--- src/rtl/wb_master_pipelined_if.sv ---
// rtl/wb_master_pipelined_if.sv - Wishbone B4 pipelined bus signals with master/slave views
interface wb_master_pipelined_if #(
    parameter int adr_width = 16,
    parameter int dat_width = 16
);
    logic                 cyc_o;
    logic                 stb_o;
    logic                 we_o;
    logic [adr_width-1:0] adr_o;
    logic [dat_width-1:0] dat_o;
    logic [dat_width-1:0] dat_i;
    logic                 ack_i;
    logic                 err_i;
    logic                 stall_i;

    modport master (
        output cyc_o, stb_o, we_o, adr_o, dat_o,
        input  dat_i, ack_i, err_i, stall_i
    );

    modport slave (
        input  cyc_o, stb_o, we_o, adr_o, dat_o,
        output dat_i, ack_i, err_i, stall_i
    );
endinterface

--- src/rtl/wb_master_pipelined.sv ---
// rtl/wb_master_pipelined.sv - Wishbone B4 pipelined block master; WB_MASTER_TIMEOUT_EN adds an ack watchdog
module wb_master_pipelined #(
    parameter int adr_width = 16,
    parameter int dat_width = 16,
    parameter int len_width = 8,
    parameter int timeout   = 255
) (
    input  logic                 clk,
    input  logic                 rst,
    input  logic                 cmd_valid,
    output logic                 cmd_ready,
    input  logic                 cmd_we,
    input  logic [adr_width-1:0] cmd_adr,
    input  logic [len_width-1:0] cmd_len,
    input  logic                 wdat_valid,
    output logic                 wdat_ready,
    input  logic [dat_width-1:0] wdat,
    output logic                 rd_valid,
    output logic [dat_width-1:0] rd_dat,
    output logic                 done,
    output logic                 err,
    wb_master_pipelined_if.master wb
);
    localparam int cnt_width = len_width + 1;

    typedef enum logic [1:0] {IDLE, ISSUE, WAIT} state_t;

    state_t               state_q, state_d;
    logic                 we_q, we_d;
    logic [adr_width-1:0] adr_q, adr_d;
    logic [cnt_width-1:0] remain_q, remain_d;
    logic [cnt_width-1:0] outst_q, outst_d;
    logic                 rd_valid_q, rd_valid_d;
    logic [dat_width-1:0] rd_dat_q, rd_dat_d;
    logic                 done_q, done_d;
    logic                 err_q, err_d;

    logic                 want_stb;
    logic                 issue_raw;
    logic                 issue;
    logic                 ack_ok;
    logic                 abort;
    logic                 wdog_hit;

    // A write beat is offered only while the stream has a word; reads offer every ISSUE cycle.
    assign want_stb  = (state_q == ISSUE) && (!we_q || wdat_valid);
    assign issue_raw = want_stb && !wb.stall_i;
    assign abort     = (state_q != IDLE) && (wb.err_i || wdog_hit);

    // Strobe is withdrawn in the aborting cycle so no beat slips out behind an error.
    assign wb.stb_o  = want_stb && !abort;
    assign wb.cyc_o  = (state_q != IDLE);
    assign wb.we_o   = we_q;
    assign wb.adr_o  = adr_q;
    assign wb.dat_o  = ((state_q == ISSUE) && we_q) ? wdat : '0;

    assign issue      = wb.stb_o && !wb.stall_i;
    assign ack_ok     = wb.ack_i && (outst_q != '0);
    assign wdat_ready = issue && we_q;
    assign cmd_ready  = rst && (state_q == IDLE);
    assign rd_valid   = rd_valid_q;
    assign rd_dat     = rd_dat_q;
    assign done       = done_q;
    assign err        = err_q;

`ifdef WB_MASTER_TIMEOUT_EN
    localparam int wdog_width = $clog2(timeout + 1);

    logic [wdog_width-1:0] wdog_q, wdog_d;
    logic                  wdog_run;

    // The beat-issue cycle counts, so the abort lands exactly timeout cycles after the first beat.
    assign wdog_run = (state_q != IDLE) && ((outst_q != '0) || issue_raw) && !wb.ack_i;
    assign wdog_hit = wdog_run && (wdog_q == wdog_width'(timeout - 1));
    assign wdog_d   = wdog_run ? wdog_q + wdog_width'(1) : '0;

    // Watchdog counter: clears on every ack and whenever nothing is pending.
    always_ff @(posedge clk or negedge rst) begin
        if (!rst) begin
            wdog_q <= '0;
        end else begin
            wdog_q <= wdog_d;
        end
    end
`else
    logic timeout_unused;

    assign wdog_hit       = 1'b0;
    assign timeout_unused = (timeout != 0);
`endif

    // Next-state logic: command latch, beat issue, ack accounting, completion and abort.
    always_comb begin
        state_d    = state_q;
        we_d       = we_q;
        adr_d      = adr_q;
        remain_d   = remain_q;
        outst_d    = outst_q;
        rd_valid_d = 1'b0;
        rd_dat_d   = rd_dat_q;
        done_d     = 1'b0;
        err_d      = 1'b0;
        unique case (state_q)
            IDLE: begin
                if (cmd_valid) begin
                    we_d     = cmd_we;
                    adr_d    = cmd_adr;
                    remain_d = {1'b0, cmd_len} + cnt_width'(1);
                    outst_d  = '0;
                    state_d  = ISSUE;
                end
            end
            default: begin
                if (abort) begin
                    remain_d = '0;
                    outst_d  = '0;
                    done_d   = 1'b1;
                    err_d    = 1'b1;
                    state_d  = IDLE;
                end else begin
                    if (issue) begin
                        adr_d    = adr_q + adr_width'(1);
                        remain_d = remain_q - cnt_width'(1);
                        if (remain_q == cnt_width'(1)) begin
                            state_d = WAIT;
                        end
                    end
                    unique case ({issue, ack_ok})
                        2'b10:   outst_d = outst_q + cnt_width'(1);
                        2'b01:   outst_d = outst_q - cnt_width'(1);
                        default: outst_d = outst_q;
                    endcase
                    if (ack_ok && !we_q) begin
                        rd_valid_d = 1'b1;
                        rd_dat_d   = wb.dat_i;
                    end
                    if ((state_q == WAIT) && ack_ok && (outst_q == cnt_width'(1))) begin
                        done_d  = 1'b1;
                        state_d = IDLE;
                    end
                end
            end
        endcase
    end

    // FSM and registered outputs; reset drops the bus immediately and discards the block.
    always_ff @(posedge clk or negedge rst) begin
        if (!rst) begin
            state_q    <= IDLE;
            we_q       <= 1'b0;
            adr_q      <= '0;
            remain_q   <= '0;
            outst_q    <= '0;
            rd_valid_q <= 1'b0;
            rd_dat_q   <= '0;
            done_q     <= 1'b0;
            err_q      <= 1'b0;
        end else begin
            state_q    <= state_d;
            we_q       <= we_d;
            adr_q      <= adr_d;
            remain_q   <= remain_d;
            outst_q    <= outst_d;
            rd_valid_q <= rd_valid_d;
            rd_dat_q   <= rd_dat_d;
            done_q     <= done_d;
            err_q      <= err_d;
        end
    end
endmodule

--- src/flat_wrapper.sv ---
// flat-port wrapper written by rule: the top's interface ports become plain ports
module wb_master_pipelined_flat 
#(
    parameter int adr_width = 16,
    parameter int dat_width = 16,
    parameter int len_width = 8,
    parameter int timeout   = 255
)
  (clk, rst, cmd_valid, cmd_ready, cmd_we, cmd_adr, cmd_len, wdat_valid, wdat_ready, wdat, rd_valid, rd_dat, done, err, wb_cyc_o, wb_stb_o, wb_we_o, wb_adr_o, wb_dat_o, wb_dat_i, wb_ack_i, wb_err_i, wb_stall_i);
  wb_master_pipelined_if #(.adr_width(adr_width), .dat_width(dat_width)) wb_i ();
  input  logic clk;
  input  logic rst;
  input  logic cmd_valid;
  output logic cmd_ready;
  input  logic cmd_we;
  input  logic [adr_width-1:0] cmd_adr;
  input  logic [len_width-1:0] cmd_len;
  input  logic wdat_valid;
  output logic wdat_ready;
  input  logic [dat_width-1:0] wdat;
  output logic rd_valid;
  output logic [dat_width-1:0] rd_dat;
  output logic done;
  output logic err;
  output wire logic [$bits(wb_i.cyc_o)-1:0] wb_cyc_o;
  output wire logic [$bits(wb_i.stb_o)-1:0] wb_stb_o;
  output wire logic [$bits(wb_i.we_o)-1:0] wb_we_o;
  output wire logic [$bits(wb_i.adr_o)-1:0] wb_adr_o;
  output wire logic [$bits(wb_i.dat_o)-1:0] wb_dat_o;
  input wire logic [$bits(wb_i.dat_i)-1:0] wb_dat_i;
  input wire logic [$bits(wb_i.ack_i)-1:0] wb_ack_i;
  input wire logic [$bits(wb_i.err_i)-1:0] wb_err_i;
  input wire logic [$bits(wb_i.stall_i)-1:0] wb_stall_i;
  assign wb_cyc_o = wb_i.cyc_o;
  assign wb_stb_o = wb_i.stb_o;
  assign wb_we_o = wb_i.we_o;
  assign wb_adr_o = wb_i.adr_o;
  assign wb_dat_o = wb_i.dat_o;
  assign wb_i.dat_i = wb_dat_i;
  assign wb_i.ack_i = wb_ack_i;
  assign wb_i.err_i = wb_err_i;
  assign wb_i.stall_i = wb_stall_i;
  wb_master_pipelined #(.adr_width(adr_width), .dat_width(dat_width), .len_width(len_width), .timeout(timeout)) u_core (.clk(clk), .rst(rst), .cmd_valid(cmd_valid), .cmd_ready(cmd_ready), .cmd_we(cmd_we), .cmd_adr(cmd_adr), .cmd_len(cmd_len), .wdat_valid(wdat_valid), .wdat_ready(wdat_ready), .wdat(wdat), .rd_valid(rd_valid), .rd_dat(rd_dat), .done(done), .err(err), .wb(wb_i));
endmodule
--- config.mk ---
export PLATFORM = sky130hd
export DESIGN_NAME = wb_master_pipelined_flat
export DESIGN_NICKNAME = d
export VERILOG_FILES = /design/src/rtl/wb_master_pipelined_if.sv /design/src/rtl/wb_master_pipelined.sv /design/src/flat_wrapper.sv
export SDC_FILE = /design/constraint.sdc
export NUM_CORES = 1
export LEC_CHECK = 0
export ABC_CLOCK_PERIOD_IN_PS = 3350
export BUFFER_PORTS_ARGS = -buffer_cell sky130_fd_sc_hd__clkbuf_2
export CAP_MARGIN = 20
export CORE_MARGIN = 8
export CORE_UTILIZATION = 35
export CTS_BUF_LIST = sky130_fd_sc_hd__clkbuf_16
export DETAILED_ROUTE_END_ITERATION = 8
export GPL_ROUTABILITY_DRIVEN = 0
export GPL_TIMING_DRIVEN = 0
export PLACE_DENSITY = 0.64
export SLEW_MARGIN = 20
export SYNTH_ARGS = -nofsm -noshare
export SYNTH_HDL_FRONTEND = slang
export SYNTH_SLANG_ARGS = --single-unit
--- constraint.sdc ---
create_clock -name clk -period 3.35 [get_ports clk]
set_input_delay 0.335 -clock clk [delete_from_list [all_inputs] [get_ports clk]]
set_output_delay 0.335 -clock clk [all_outputs]
set_load 0.005 [all_outputs]
## Word level (Yosys, flattened, before mapping)

Index checks and enable logic that the tools add are counted.
Widths: inputs -> output; s select.

| word-level totals | value |
|---|---|
| memories | 0 |
| bits in latches | 0 |
| RAM bits | 0 |
| output and inout port bits | 56 |
| logic and storage cells | 80 |
| ROM bits | 0 |
| bits in registers | 56 |

| operators by class | value |
|---|---|
| $lt $le $gt $ge | 0 |
| reduce and logical (&&, ||, !) cells | 29 |
| div/mod/pow operators | 0 |
| $mul | 0 |
| add/sub/neg operators | 5 |
| mux-type cells | 27 |
| shift-type cells | 0 |
| equality and inequality tests | 8 |
| bitwise logic cells | 2 |

Operators with widths:

| operator | number |
|---|---|
| $mux 16 | 5 |
| $mux 9 | 7 |
| $eq 9x1->1 const B | 2 |
| $pmux 9 s2 | 1 |
| $sub 9x1->9 const B | 2 |
| $add 16x1->16 const B | 1 |
| $mux 2 | 6 |
| $reduce_bool 4->1 | 3 |
| $logic_and 1x1->1 | 11 |
| $add 8x1->9 const B | 1 |
| $add 9x1->9 const B | 1 |
| $reduce_and 3->1 | 3 |
| $reduce_bool 9->1 | 1 |
| $mux 1 | 8 |
| $reduce_and 2->1 | 3 |
| $eq 2x1->1 const B | 2 |
| $eq 2x2->1 const B | 2 |
| $ne 2x2->1 const B | 2 |
| $reduce_bool 2->1 | 2 |
| $logic_not 1->1 | 3 |
| $reduce_bool 3->1 | 1 |
| $logic_not 2->1 | 1 |
| $not 1->1 | 2 |
| $logic_or 1x1->1 | 1 |

## Logic depth before layout (Yosys ltp)

| depth | value |
|---|---|
| word-level depth | 9 |
| depth in mapped cells | 11 |

## Worst setup path after synthesis

No wires, ideal clock.

| timing | value |
|---|---|
| path type | register to register |
| start point | reg u_core.state_q[1] |
| end point | reg u_core.outst_q[4] |
| path buffers | 2 |
| arrival time | 2479 ps |
| slack | 794 ps |
| stages on the path, launching flop included | 11 |
| required time | 3273 ps |
| cells stage by stage | dfrtp_1 nor4b_4 and2_1 buf_6 inv_4 buf_6 ha_1 nor2b_1 a221o_1 or3_1 a21oi_1 |

| on the way | value |
|---|---|
| cells in the longest elaborated chain, start to end | 9 |

RTL lines:

| item | RTL line | source |
|---|---|---|
| start, declared | wb_master_pipelined.sv:28 | `state_t state_q, state_d;` |
| start signal, assigned | wb_master_pipelined.sv:159 | `state_q <= state_d;` |
| $reduce_bool 2->1 | wb_master_pipelined.sv:48 | `assign abort = (state_q != IDLE) && (wb.err_i \|\| wdog_hit);` |
| $logic_and 1x1->1 | wb_master_pipelined.sv:48 |  |
| $logic_not 1->1 | wb_master_pipelined.sv:51 | `assign wb.stb_o = want_stb && !abort;` |
| $logic_and 1x1->1 | wb_master_pipelined.sv:51 |  |
| $logic_and 1x1->1 | wb_master_pipelined.sv:57 | `assign issue = wb.stb_o && !wb.stall_i;` |
| $eq 2x1->1 or $eq 2x2->1 (tied branches) | wb_master_pipelined.sv:128 | `unique case ({issue, ack_ok})` |
| $pmux 9 s2 | wb_master_pipelined.sv:128 |  |
| $mux 9 | wb_master_pipelined.sv:114 | `if (abort) begin` |
| $mux 9 | wb_master_pipelined.sv:103 | `unique case (state_q)` |
| end signal, assigned | wb_master_pipelined.sv:163 | `outst_q <= outst_d;` |
| end, declared | wb_master_pipelined.sv:32 | `logic [cnt_width-1:0] outst_q, outst_d;` |

Parallel ways exist; a longest one is shown, timed or not.
A chain may end at the register's enable or synchronous reset.

## Worst setup path after layout

| timing | value |
|---|---|
| start point | reg u_core.state_q[1] |
| end point | reg u_core.outst_q[6] |

Same word-level chain as after synthesis.

==> results.py <==
metrics = {
    "outcome": {
        "outcome": "finished, violations left",
        "violations": "negative hold slack",
    },
    "global_routing": {
        "grt_max_degree": 31,
        "grt.overflow.total": 0,
        "grt_usage_pct": 15.8,
        "grt_pass1_wl_um": 17100,
        "grt_pass1_vias": 3310,
        "antenna_found_initial": 0,
    },
    "floorplan": {
        "die_x_um": 115,
        "ios": 120,
        "fp-row-count": 36,
        "die_h_um": 115,
        "dieArea_mm2": 0.0132,
        "coreArea_mm2": 0.00964,
        "start_util_pct": 35.5,
    },
    "timing": {
        "tns_ns": 0,
        "post-route-period-util_pct": 85.5,
        "setup_viol": 0,
        "finalClockSkew_ns": 0.00693,
        "whs_ns": -0.00587,
        "fmax_mhz": 349,
        "final.setup.worst_slack_ns": 0.487,
        "maxSlewViolCount": 0,
        "rsz0062_at_grt": "false",
        "hold_viol": 7,
        "slew_headroom_pct": 44.5,
        "fin_crit_ns": 2.86,
        "worstMarginPinSlew_ns": 0.830,
    },
    "logic_synthesis": {
        "synth_area_per_cell_um2": 9.45,
        "syn-num-nets": 435,
        "ys_ff_latch": 56,
        "syn_area_mm2": 0.00342,
        "async_flop_share_pct": 100,
        "synth_edf_count": 0,
        "syn_inst": 362,
        "seq_area_frac_synth_pct": 41.0,
        "synth_cell_types": 69,
        "synth_top_flop_cell": "dfrtp_1",
        "synth-warning-count": 0,
    },
    "power_and_ir_drop": {
        "ir_drop_mv": 0.326,
        "powerDensity_mw_per_mm2": 651,
        "leakage_nw": 2.03,
    },
    "layout": {
        "most-common-layout-cells": "clkbuf_2, dfrtp_1, nand2_1, a21oi_1",
        "layout-drive-gt1-share_pct": 31.6,
        "area_growth_syn_to_layout_pct": 27.2,
        "layout_commonest_cell": "clkbuf_2",
        "n_antenna_cell": 0,
        "final_net_count": 562,
    },
    "clock_tree": {
        "clock_sinks": 56,
        "cts_root_buf": "clkbuf_16",
        "cts_resized": 0,
        "clkTransAtPathRegs_ns": 0.07,
        "postCtsSetupBuffers": 0,
        "cts_made_buffers": 5,
        "cts_tree": "built",
        "cts-hold-fix-buffers": 0,
        "clk_latency_ns": 0.29,
        "htree_levels": 2,
        "clk_path_buf_depth": 2,
    },
    "placement": {
        "port_buffers": 119,
        "pre_cts_slack_ns": 0.312,
        "place.detailed.hpwl_um": 8150,
    },
    "setup_path": {
        "cp.required_ns": 3.57,
        "crit_path_start_kind": "flop",
        "worst-path-max-fanout": 10,
        "crit_arrival_ns": 3.08,
        "crit_path_end_kind": "flop",
        "r2r_cells": 10,
        "worst-setup-path-type": "reg -> reg",
    },
    "detailed_routing": {
        "antenna_left": 0,
        "viasPerCell": 5.38,
        "drtPass1Iterations": 4,
        "drc": 0,
        "first_iter_violations": 141,
        "drt-total-wl_um": 10400,
        "num_vias": 3349,
        "wl_per_cell_um": 16.7,
    },
    "min_path": {
        "min_path_type": "in -> async",
    },
    "flow_run": {
        "max_cap_viol_count": 0,
    },
}
synthesized netlist by cell type (all sizes together) (5+ instances only):
cell type	n	area [um2]
o21ai	12	60.1
clkbuf	8	30.0
mux2	17	191
nor3	13	65.1
nor2b	5	31.3
and3	5	31.3
xnor2	6	52.6
a311oi	5	43.8
nand3	15	75.1
and2	20	125
o22ai	8	50.1
nand4	6	37.5
nor4	6	37.5
or3	8	50.1
buf	11	70.1
ha	9	113
inv	13	51.3
a21oi	24	120
dfrtp	56	1400
a211oi	5	37.5
nor2	21	86.3
nand2	24	90.1
state kept, by name, indices dropped and copies added (netlist names):
signal           cells
u_core.done          1
u_core.err           1
u_core.outst_q       9
u_core.rd_dat       16
u_core.rd_valid      1
u_core.remain_q      9
u_core.state_q       2
u_core.wb.adr_o     16
u_core.wb.we_o       1
per-stage QoR:
stage               power, W  util [%]  cells  hold WS, ns  area, um2
floorplan            0.00185         -    362       0.0394       3420
global placement     0.00229      43.4    614        0.466       4180
detailed placement   0.00233      43.6    615        0.321       4210
CTS                  0.00286      45.1    623      0.00327       4350
global route         0.00307      45.1    623       0.0164       4350
finish               0.00283      45.1    623     -0.00587       4350
layer usage:
layer	GRT usage, %	part of all wire (%)	vias up	wire length [um]
met5	0	0	-	0
met4	3.15	0.31	0	32
met3	3.62	7.5	5	784
met2	25.6	47	121	4870
met1	21.0	45	1606	4720
li1	-	-	1617	-
logic make-up after synthesis:
group | synth area share (%)
AOI/OAI and AO/OA | 18.7
xor gates and xnor gates | 1.79
adders and majority gates | 3.29
buffers and inverters | 4.43
DFF | 41.0
muxes | 6.18
and+or+nand+nor | 24.7
layout make-up:
cell class              count  area (um2)
plain buffers              19         100
clock buffers               5         125
well taps                 133         166
fillers                   971        5290
inverters                  13        51.3
clock inverters             3        20.0
multi-input cells         274        1870
flip-flops and latches     56        1400
repair buffers            120         618
critical path, stage by stage (launching register included):
cell,delay [ns]
dfrtp_1,0.40
nor4b_4,0.41
and2_1,0.20
buf_6,0.15
inv_4,0.06
buf_6,0.14
ha_1,0.29
nor2b_1,0.18
a221o_1,0.45
or3_1,0.37
a21oi_1,0.14
power by group:
| group | leakage (nW) | total (W) | switching [W] | internal, W |
|---|---|---|---|---|
| Clock | 0.0712 | 0.000517 | 0.000240 | 0.000276 |
| Sequential | 0.688 | 0.00113 | 0.000227 | 0.000905 |
| Combinational | 1.27 | 0.00118 | 0.000618 | 0.000564 |
path summary, 6_finish.rpt:
path                                                from                        endpoint  slack (ns)
max in group asynchronous                            rst  u_core.wb.adr_o[4]$_DFFE_PN0P_        2.86
hold / removal                                       rst    u_core.rd_dat[6]$_DFFE_PN0P_      -0.006
setup reg to reg           u_core.state_q[1]$_DFFE_PN0P_   u_core.outst_q[6]$_DFFE_PN0P_        0.49
hold reg to reg             u_core.rd_dat[6]$_DFFE_PN0P_    u_core.rd_dat[6]$_DFFE_PN0P_        0.49
setup / recovery           u_core.state_q[1]$_DFFE_PN0P_   u_core.outst_q[6]$_DFFE_PN0P_        0.49
min in group clk                             wb_dat_i[7]    u_core.rd_dat[7]$_DFFE_PN0P_        0.26
(Power assumes the default switching activity.)
